[config.mk]
export PLATFORM = sky130hd
export DESIGN_NAME = wavelet_rec_stage
export DESIGN_NICKNAME = d
export VERILOG_FILES = /design/src/rtl/wavelet_pkg.sv /design/src/rtl/wavelet_rec_mac.sv /design/src/rtl/wavelet_rec_stage.sv
export SDC_FILE = /design/constraint.sdc
export NUM_CORES = 1
export LEC_CHECK = 0
export BUFFER_PORTS_ARGS = -buffer_cell sky130_fd_sc_hd__buf_2
export CELL_PAD_IN_SITES_DETAIL_PLACEMENT = 0
export CELL_PAD_IN_SITES_GLOBAL_PLACEMENT = 2
export CORE_MARGIN = 3
export CORE_UTILIZATION = 10
export CTS_CLUSTER_DIAMETER = 60
export DETAILED_ROUTE_END_ITERATION = 7
export PLACE_DENSITY = 0.78
export SETUP_SLACK_MARGIN = 0.4
export SLEW_MARGIN = 20
export SYNTH_ARGS = -nofsm -noshare
export SYNTH_HDL_FRONTEND = slang
export SYNTH_SLANG_ARGS = --single-unit
[constraint.sdc]
create_clock -name clk -period 1.63 [get_ports clk]
set_clock_uncertainty 0.05 [all_clocks]
set_input_delay 0.326 -clock clk [delete_from_list [all_inputs] [get_ports clk]]
set_output_delay 0.326 -clock clk [all_outputs]
set_load 0.03 [all_outputs]
[src/rtl/wavelet_pkg.sv]
// Shared defaults, sym4 synthesis taps and small helpers for the wavelet
// reconstruction stages.
package wavelet_pkg;

  localparam int DATA_W_DEF    = 48;
  localparam int COEF_W_DEF    = 25;
  localparam int COEF_FRAC_DEF = 23;
  localparam int SYM4_NTAPS    = 8;

  // sym4 synthesis taps in Q1.23, tap i at bits [i*25 +: 25] (tap 7 listed first)
  localparam logic [SYM4_NTAPS*COEF_W_DEF-1:0] SYM4_REC_LO = {
    -25'sd635569,  -25'sd248601,  25'sd4174328, 25'sd6742249,
     25'sd2498612, -25'sd832314, -25'sd105730,  25'sd270306
  };
  localparam logic [SYM4_NTAPS*COEF_W_DEF-1:0] SYM4_REC_HI = {
    -25'sd270306,  -25'sd105730,  25'sd832314,  25'sd2498612,
    -25'sd6742249,  25'sd4174328, 25'sd248601, -25'sd635569
  };

  // Accumulator wide enough that the full sum of products never overflows.
  function automatic int acc_width(input int dw, input int cw, input int ntaps);
    return dw + cw + $clog2(ntaps) + 1;
  endfunction

  // Half-LSB offset added before the right shift (round half up).
  function automatic longint rnd_const(input int frac);
    return (frac > 0) ? (64'sd1 <<< (frac - 1)) : 64'sd0;
  endfunction

endpackage

[src/rtl/wavelet_rec_mac.sv]
// One polyphase branch of the synthesis filter: NTAPS/2 low-pass plus
// NTAPS/2 high-pass products, registered, then summed and registered again.
// PHASE selects taps 2j (even output) or 2j+1 (odd output).
module wavelet_rec_mac
  import wavelet_pkg::*;
#(
  parameter int DATA_W = DATA_W_DEF,
  parameter int COEF_W = COEF_W_DEF,
  parameter int NTAPS  = 8,
  parameter int PHASE  = 0,
  parameter int ACC_W  = acc_width(DATA_W, COEF_W, NTAPS),
  parameter logic [NTAPS*COEF_W-1:0] REC_LO = '0,
  parameter logic [NTAPS*COEF_W-1:0] REC_HI = '0
) (
  input  logic                            clk,
  input  logic                            rst_n,
  input  logic                            clr,
  input  logic [NTAPS/2-1:0][DATA_W-1:0]  a_hist,
  input  logic [NTAPS/2-1:0][DATA_W-1:0]  d_hist,
  output logic signed [ACC_W-1:0]         sum
);

  localparam int N  = NTAPS / 2;
  localparam int PW = DATA_W + COEF_W;

  logic signed [PW-1:0]    prod_a [N];
  logic signed [PW-1:0]    prod_d [N];
  logic signed [ACC_W-1:0] acc;

  // product stage: full-precision signed products of history and taps
  always_ff @(posedge clk or negedge rst_n) begin
    if (!rst_n) begin
      for (int j = 0; j < N; j++) begin
        prod_a[j] <= '0;
        prod_d[j] <= '0;
      end
    end else if (clr) begin
      for (int j = 0; j < N; j++) begin
        prod_a[j] <= '0;
        prod_d[j] <= '0;
      end
    end else begin
      for (int j = 0; j < N; j++) begin
        prod_a[j] <= PW'($signed(a_hist[j])) *
                     PW'($signed(REC_LO[(2*j+PHASE)*COEF_W +: COEF_W]));
        prod_d[j] <= PW'($signed(d_hist[j])) *
                     PW'($signed(REC_HI[(2*j+PHASE)*COEF_W +: COEF_W]));
      end
    end
  end

  // adder tree over all products, sign-extended to the accumulator width
  always_comb begin
    acc = '0;
    for (int j = 0; j < N; j++)
      acc = acc + ACC_W'(prod_a[j]) + ACC_W'(prod_d[j]);
  end

  // sum stage register
  always_ff @(posedge clk or negedge rst_n) begin
    if (!rst_n)   sum <= '0;
    else if (clr) sum <= '0;
    else          sum <= acc;
  end

endmodule

[src/rtl/wavelet_rec_stage.sv]
// One-level inverse wavelet synthesis stage: accepts (a, d) pairs at up to
// one per two cycles and emits two reconstructed samples (even, then odd).
// Optional macro WAVELET_REC_SAT_EN: saturate instead of wrap on narrowing
// and expose a sat_flag output that pulses with a clipped sample.
module wavelet_rec_stage
  import wavelet_pkg::*;
#(
  parameter int DATA_W    = DATA_W_DEF,
  parameter int COEF_W    = COEF_W_DEF,
  parameter int COEF_FRAC = COEF_FRAC_DEF,
  parameter int NTAPS     = 8,
  parameter logic [NTAPS*COEF_W-1:0] REC_LO = '0,
  parameter logic [NTAPS*COEF_W-1:0] REC_HI = '0,
  parameter int WARMUP    = 3
) (
  input  logic                     clk,
  input  logic                     rst_n,
  input  logic                     flush,
  input  logic                     din_valid,
  output logic                     din_ready,
  input  logic signed [DATA_W-1:0] a_in,
  input  logic signed [DATA_W-1:0] d_in,
  output logic                     dout_valid,
  output logic signed [DATA_W-1:0] dout,
  output logic                     overrun
`ifdef WAVELET_REC_SAT_EN
  ,
  output logic                     sat_flag
`endif
);

  localparam int N      = NTAPS / 2;
  localparam int ACC_W  = acc_width(DATA_W, COEF_W, NTAPS);
  localparam int WCW    = $clog2(WARMUP + 2);
  localparam int STAGES = 3;
  localparam logic signed [ACC_W-1:0] RND = ACC_W'(rnd_const(COEF_FRAC));

  logic                          accept;
  logic                          vld_in;
  logic [STAGES:1]               vld_pipe;
  logic [WCW-1:0]                warm_left;
  logic [N-1:0][DATA_W-1:0]      a_hist;
  logic [N-1:0][DATA_W-1:0]      d_hist;
  logic signed [ACC_W-1:0]       sum_e;
  logic signed [ACC_W-1:0]       sum_o;
  logic signed [DATA_W-1:0]      y_e;
  logic signed [DATA_W-1:0]      y_o;
  logic signed [DATA_W-1:0]      odd_q;
  logic                          odd_pend;

  // a pair offered alongside flush is discarded, never accepted
  assign accept = din_valid && din_ready && !flush;
  // pairs still inside the warm-up window carry no output tag
  assign vld_in = accept && (warm_left == '0);

  // handshake: one idle cycle after every acceptance
  always_ff @(posedge clk or negedge rst_n) begin
    if (!rst_n)     din_ready <= 1'b1;
    else if (flush) din_ready <= 1'b1;
    else            din_ready <= !accept;
  end

  // sticky overrun on a pair offered while not ready (flush cycle excluded)
  always_ff @(posedge clk or negedge rst_n) begin
    if (!rst_n)                                 overrun <= 1'b0;
    else if (din_valid && !din_ready && !flush) overrun <= 1'b1;
  end

  // coefficient history, newest pair in entry 0
  always_ff @(posedge clk or negedge rst_n) begin
    if (!rst_n) begin
      a_hist <= '0;
      d_hist <= '0;
    end else if (flush) begin
      a_hist <= '0;
      d_hist <= '0;
    end else if (accept) begin
      for (int j = N - 1; j > 0; j--) begin
        a_hist[j] <= a_hist[j-1];
        d_hist[j] <= d_hist[j-1];
      end
      a_hist[0] <= a_in;
      d_hist[0] <= d_in;
    end
  end

  // warm-up countdown of suppressed pairs
  always_ff @(posedge clk or negedge rst_n) begin
    if (!rst_n)                           warm_left <= WCW'(WARMUP);
    else if (flush)                       warm_left <= WCW'(WARMUP);
    else if (accept && warm_left != '0)   warm_left <= warm_left - 1'b1;
  end

  // valid tags track history -> products -> sums
  always_ff @(posedge clk or negedge rst_n) begin
    if (!rst_n)     vld_pipe <= '0;
    else if (flush) vld_pipe <= '0;
    else            vld_pipe <= {vld_pipe[STAGES-1:1], vld_in};
  end

  wavelet_rec_mac #(
    .DATA_W(DATA_W), .COEF_W(COEF_W), .NTAPS(NTAPS), .PHASE(0),
    .ACC_W(ACC_W), .REC_LO(REC_LO), .REC_HI(REC_HI)
  ) u_even (
    .clk(clk), .rst_n(rst_n), .clr(flush),
    .a_hist(a_hist), .d_hist(d_hist), .sum(sum_e)
  );

  wavelet_rec_mac #(
    .DATA_W(DATA_W), .COEF_W(COEF_W), .NTAPS(NTAPS), .PHASE(1),
    .ACC_W(ACC_W), .REC_LO(REC_LO), .REC_HI(REC_HI)
  ) u_odd (
    .clk(clk), .rst_n(rst_n), .clr(flush),
    .a_hist(a_hist), .d_hist(d_hist), .sum(sum_o)
  );

`ifdef WAVELET_REC_SAT_EN
  localparam logic signed [DATA_W-1:0] SAT_MAX = {1'b0, {(DATA_W-1){1'b1}}};
  localparam logic signed [DATA_W-1:0] SAT_MIN = {1'b1, {(DATA_W-1){1'b0}}};

  logic signed [ACC_W-1:0] full_e;
  logic signed [ACC_W-1:0] full_o;
  logic                    clip_e;
  logic                    clip_o;
  logic                    clip_o_q;

  assign full_e = (sum_e + RND) >>> COEF_FRAC;
  assign full_o = (sum_o + RND) >>> COEF_FRAC;
  // in range only when every bit above the DATA_W sign bit matches it
  assign clip_e = !((&full_e[ACC_W-1:DATA_W-1]) || !(|full_e[ACC_W-1:DATA_W-1]));
  assign clip_o = !((&full_o[ACC_W-1:DATA_W-1]) || !(|full_o[ACC_W-1:DATA_W-1]));
  assign y_e = clip_e ? (full_e[ACC_W-1] ? SAT_MIN : SAT_MAX) : full_e[DATA_W-1:0];
  assign y_o = clip_o ? (full_o[ACC_W-1] ? SAT_MIN : SAT_MAX) : full_o[DATA_W-1:0];

  // clip indication follows the sample it belongs to
  always_ff @(posedge clk or negedge rst_n) begin
    if (!rst_n) begin
      sat_flag <= 1'b0;
      clip_o_q <= 1'b0;
    end else if (flush) begin
      sat_flag <= 1'b0;
      clip_o_q <= 1'b0;
    end else if (vld_pipe[STAGES]) begin
      sat_flag <= clip_e;
      clip_o_q <= clip_o;
    end else if (odd_pend) begin
      sat_flag <= clip_o_q;
    end else begin
      sat_flag <= 1'b0;
    end
  end
`else
  // two's-complement wrap: keep only the low DATA_W bits
  assign y_e = DATA_W'((sum_e + RND) >>> COEF_FRAC);
  assign y_o = DATA_W'((sum_o + RND) >>> COEF_FRAC);
`endif

  // output serializer: even sample first, odd sample the following cycle
  always_ff @(posedge clk or negedge rst_n) begin
    if (!rst_n) begin
      dout       <= '0;
      dout_valid <= 1'b0;
      odd_q      <= '0;
      odd_pend   <= 1'b0;
    end else if (flush) begin
      dout_valid <= 1'b0;
      odd_q      <= '0;
      odd_pend   <= 1'b0;
    end else if (vld_pipe[STAGES]) begin
      dout       <= y_e;
      odd_q      <= y_o;
      dout_valid <= 1'b1;
      odd_pend   <= 1'b1;
    end else if (odd_pend) begin
      dout       <= odd_q;
      dout_valid <= 1'b1;
      odd_pend   <= 1'b0;
    end else begin
      dout_valid <= 1'b0;
    end
  end

endmodule

**Word-level counts from Yosys, hierarchy flattened**

Index checks and enable logic that the tools add are counted.

- Register bits: 106
- Latch bits: 0
- Bits in writable memories: 0
- ROM bits: 0
- Input bits: 100
- Output and inout port bits: 51
- Logic and storage cells: 38
- Memories kept: 0

- Add/sub/neg operators: 1
- $mul: 0
- Div/mod/pow operators: 0
- Order comparisons: 0
- Equality and inequality tests: 0
- Shift-type cells: 0
- Multiplexer cells: 13
- Bitwise operators: 1
- Reduce and logical (&&, ||, !) cells: 15

Operators by type and width:

| kind | number |
|---|---|
| 48-bit 2-to-1 mux | 4 |
| 3-bit 2-to-1 mux | 3 |
| 1-bit logical AND | 6 |
| 1-bit 2-to-1 mux | 6 |
| 2-bit nonzero test | 3 |
| 1-bit zero test | 3 |
| 3-bit zero test | 1 |
| 3-bit nonzero test | 1 |
| 3-bit by 1-bit subtractor with 3-bit output (second input constant) | 1 |
| 2-bit AND reduction | 1 |
| 1-bit inverter | 1 |

**Logic depth before layout (Yosys ltp)**

- Depth after elaboration: 5
- Mapped depth: 5
- Gate-level depth less buffers: 5

**Cells and area by module**

A second synthesis with hierarchy kept.

- Cell total of the unflattened synthesis: 1,741
- Area total of the unflattened synthesis: 20,963.9 sq um

By module, submodules not included:

| module | times used | cells each | area each (sq um) | sequential area each (sq um) |
|---|---|---|---|---|
| wavelet_rec_stage | 1 | 1,585 | 19,800.2 | 12,265.5 |
| wavelet_rec_mac | 2 | 78 | 581.8 | 0.0 |

**Worst setup path before layout**

Ideal clock, no wire load.

- Kind: flip-flop to flip-flop
- From: reg warm_left[0]
- To: reg warm_left[0]
- Library setup time: 0.075 ns
- Arrival: 1.151 ns
- Data required time: 1.505 ns
- Slack: 0.354 ns
- Stages on the path, launching flop included: 5
- Path buffers: 0
- Clock period less this slack: 1.276 ns
- Cell sequence: dfstp_2 > inv_1 > ha_1 > a21oi_4 > mux2i_1

- Word-level cells in the longest chain between the ends: 3
- Elaborated cells on any way between the ends: 6
- Classes of those cells: 1 x add/sub; 2 x mux; 3 x reduce/logical

Ends and longest elaborated chain:

| element | RTL line | source |
|---|---|---|
| from (decl) | wavelet_rec_stage.sv:41 | `logic [WCW-1:0] warm_left;` |
| from (signal assigned) | wavelet_rec_stage.sv:89 | `if (!rst_n) warm_left <= WCW'(WARMUP);` |
| from (signal assigned) | wavelet_rec_stage.sv:90 | `else if (flush) warm_left <= WCW'(WARMUP);` |
| from (signal assigned) | wavelet_rec_stage.sv:91 | `else if (accept && warm_left != '0) warm_left <= warm_left - 1'b1;` |
| 3-bit by 1-bit subtractor with 3-bit output / 3-bit nonzero test (equally long branches) | wavelet_rec_stage.sv:91 |  |
| 3-bit 2-to-1 mux / 1-bit logical AND (equally long branches) | wavelet_rec_stage.sv:91 |  |
| 3-bit 2-to-1 mux / 2-bit nonzero test (equally long branches) | n/a |  |

Several ways; a longest one is shown, not always the timed one. The select of a mux whose other input is x is not followed.
A chain may end at the register's enable or synchronous reset.

**Final worst setup path**

- From: reg din_ready
- To: out din_ready

RTL lines:

| element | RTL line | source |
|---|---|---|
| from (decl) | wavelet_rec_stage.sv:20 | `output logic din_ready,` |
| from (signal assigned) | wavelet_rec_stage.sv:60 | `else din_ready <= !accept;` |

No word-level cell between the ends.

==> metrics.md <==
| Metric | Value |
|---|---|
| Synth warn | `0` |
| RSZ-0062 raised after global routing | `true` |
| Die area | `between 9000 and 10000 µm²` |
| Drt wl/cell | `about 4.8 µm` |
| Crit path time final | `~1300 ps` |
| Synth top area share | `a little under half` |
| Number of port buffers | `6` |
| Root Driver | `clkbuf_8` |
| Worst stage delay on the critical path | `between 500 and 600 ps` |
| Synth-to-Final Area Change | `9.39%` |
| Final core area utilization | `11.7%` |
| Rows | `31` |
| CP required | `about 1300 ps` |
| # IOs | `151` |
| Syn_area_per_cell | `~9.6 µm²` |
| Vias in the first global route | `295` |
| Clock sink count | `10` |
| Synth Register Bits | `10` |
| Crit path DAT | `900 ps` |
| Pre-antenna DRT Iters | `2` |
| Worst path cell trace | `buf_6` |
| Drt initial violations | `5` |
| Outcome | `completed` |
| CP Launch Type | `register` |
| Critical path buffer and inverter count | `1` |
| Top post-synthesis cells by area | `buf_4, dfrtp_1, dfstp_2, mux2i_1, ha_1` |
| Core area | `7490 µm²` |
| Die Wd | `between 90 and 100 µm` |
| VDD IR-drop max | `0.000181 V` |
| DRC Markers | `0` |
| Tightest Hold Check Type | `in2reg` |
| H-tree Lvls | `1` |
| Vias/cell | `2.04` |
| MaxCap Viol Count | `0` |
| Sequential fraction of the synthesis area | `about a third` |
| Largest net degree at the start of global routing | `11` |
| Final Hold Fails | `0` |
| Setup tns final | `0 ps` |
| Family with the most delay on the worst path | `flip-flops` |
| Register-to-register setup slack | `~380 ps` |
| Final GP Congestion | `between 0.7 and 0.8` |
| Cell count after synthesis | `83` |
| CTS tree | `done` |
| Antenna diodes | `0` |
| Max Fclk | `0.785 GHz` |
| Kind of critical path | `reg2out` |
| Routed Wire Length | `934 µm` |
| Initial Util | `between 10% and 20%` |
| Final critical-path share of the clock period | `78.1%` |
| Grt ovf | `0` |
| Clock buffer depth | `2` |
| NumNets Final | `between 150 and 200` |
| Power Density | `919 nW/µm²` |
| Dpl cell area | `roughly 760 µm²` |
| Final setup viols | `0` |
| Crit end category | `output pin` |
| Total track usage | `under 10%` |
| Layout cells sized above 1 | `25.3%` |
| Post-synth cell types | `15` |
| Vias post-DR | `396` |
| Initial antenna violation count | `0` |
| First-pass GRT wire length | `roughly 1300 µm` |
| Placement Setup Slack | `321 ps` |
| Worst Slack Setup Final | `between 300 and 400 ps` |
| Fin area | `875 µm²` |
| Slew Viols, Final | `0` |
| Worst-path maximum fanout | `2` |
| Worst skew pair latency | `240 ps` |
| # fillers | `857` |
| Post-Syn Area | `approximately 800 µm²` |
| Chip Height | `95.4 µm` |
| Number of routed nets with antenna violations | `0` |
| P_leak | `~0.43 nW` |
| Num CTS Buffers | `3` |
| Slowest CP cell | `dfstp_2` |
| Clk pin slew, worst setup/hold paths | `50 ps` |
| Yosys top cell by area | `buf_4` |
| Post-DP HPWL | `726 µm` |
## flip-flops by register name, summed over array words and instances, names as in the netlist
name        flops
overrun         1
vld_pipe        3
warm_left       3
din_ready       1
odd_pend        1
dout_valid      1
## worst paths after layout
path                              startpoint      endpoint  cells after the start
min in group asynchronous              rst_n    dout_valid                      2
worst min-delay path               din_valid     din_ready                      2
worst max register to register  warm_left[0]  warm_left[0]                      4
worst max-delay path               din_ready     din_ready                      1
worst min register to register       overrun       overrun                      1
max in group asynchronous              rst_n  warm_left[0]                      2
## cell type report
class | count | area [µm²] | share of cell area [%]
clock buffer | 4 | 55.1 | 6.29
inverter | 3 | 11.3 | 1.29
multi-input combinational | 68 | 362 | 41.3
sequential | 10 | 254 | 29.0
tap | 99 | 124 | 14.2
timing repair buffer | 10 | 68.8 | 7.87
## Yosys cell counts
cell type  count
buf_4         48
dfrtp_1        7
nor2_1         6
dfstp_2        3
inv_1          3
mux2i_1        3
nor2b_1        3
ha_1           2
nor3b_1        2
a21oi_4        1
buf_6          1
conb_1         1
nand3_1        1
nand3b_4       1
or2_1          1
## power by group
group | internal, mW | switching, mW
clock network | 0.213 | 0.101
registers | 0.265 | 0.00609
logic | 0.0336 | 0.186
total | 0.511 | 0.292
## placed cells by master, fill, tap and decap left out
cell / instances
dlygate4sd3_1: 1
ha_2: 1
nor3b_1: 2
or2_1: 1
dfrtp_1: 7
buf_6: 1
buf_4: 3
nor2_1: 5
buf_2: 5
nor2_2: 1
inv_1: 1
inv_2: 2
nand3b_4: 1
nor2b_1: 3
dfstp_2: 3
a21oi_4: 1
ha_4: 1
conb_1: 48
mux2i_1: 3
clkbuf_8: 4
nand3_2: 1
## kinds of logic (layout without fill, tap and decap cells)
kind of cell / after synthesis / after routing / share of synthesized area, %
other cells: 1 / 48 / 0.469
compound gates: 1 / 1 / 2.03
mux: 3 / 3 / 3.76
flops: 10 / 10 / 31.8
buf+inv: 52 / 17 / 47.9
simple gates: 14 / 14 / 11.0
fa+ha+maj: 2 / 2 / 3.13
## per-layer routing
metal / GRT usage [%] / vias to the layer above / routed length [µm]
met4: 2.13 / 0 / 27
met2: 2.86 / 37 / 435
met5: 0 / - / 0
li1: - / 182 / -
met1: 1.86 / 175 / 284
met3: 0.947 / 2 / 187
## through the flow
step                      cells  hold slack, ps  power (mW)
after CTS                   194             273       0.816
final                       194             281       0.803
after floorplan             130           -19.6       0.545
after detailed placement    186             148       0.473
after global placement      186             141       0.471
after global routing        194             295       0.847
## repair_timing
item | 4_1_cts | 5_1_grt
gates resized for setup | 7 | 1
pin swaps | 3 | 0
endpoints found under the setup margin | 4 | 4
gates cloned | 0 | 0
hold buffers | 1 | 0
endpoints found under the hold margin | 7 | 0
buffers inserted | 3 | 0
Note: power is estimated with default switching activity, not from simulation.
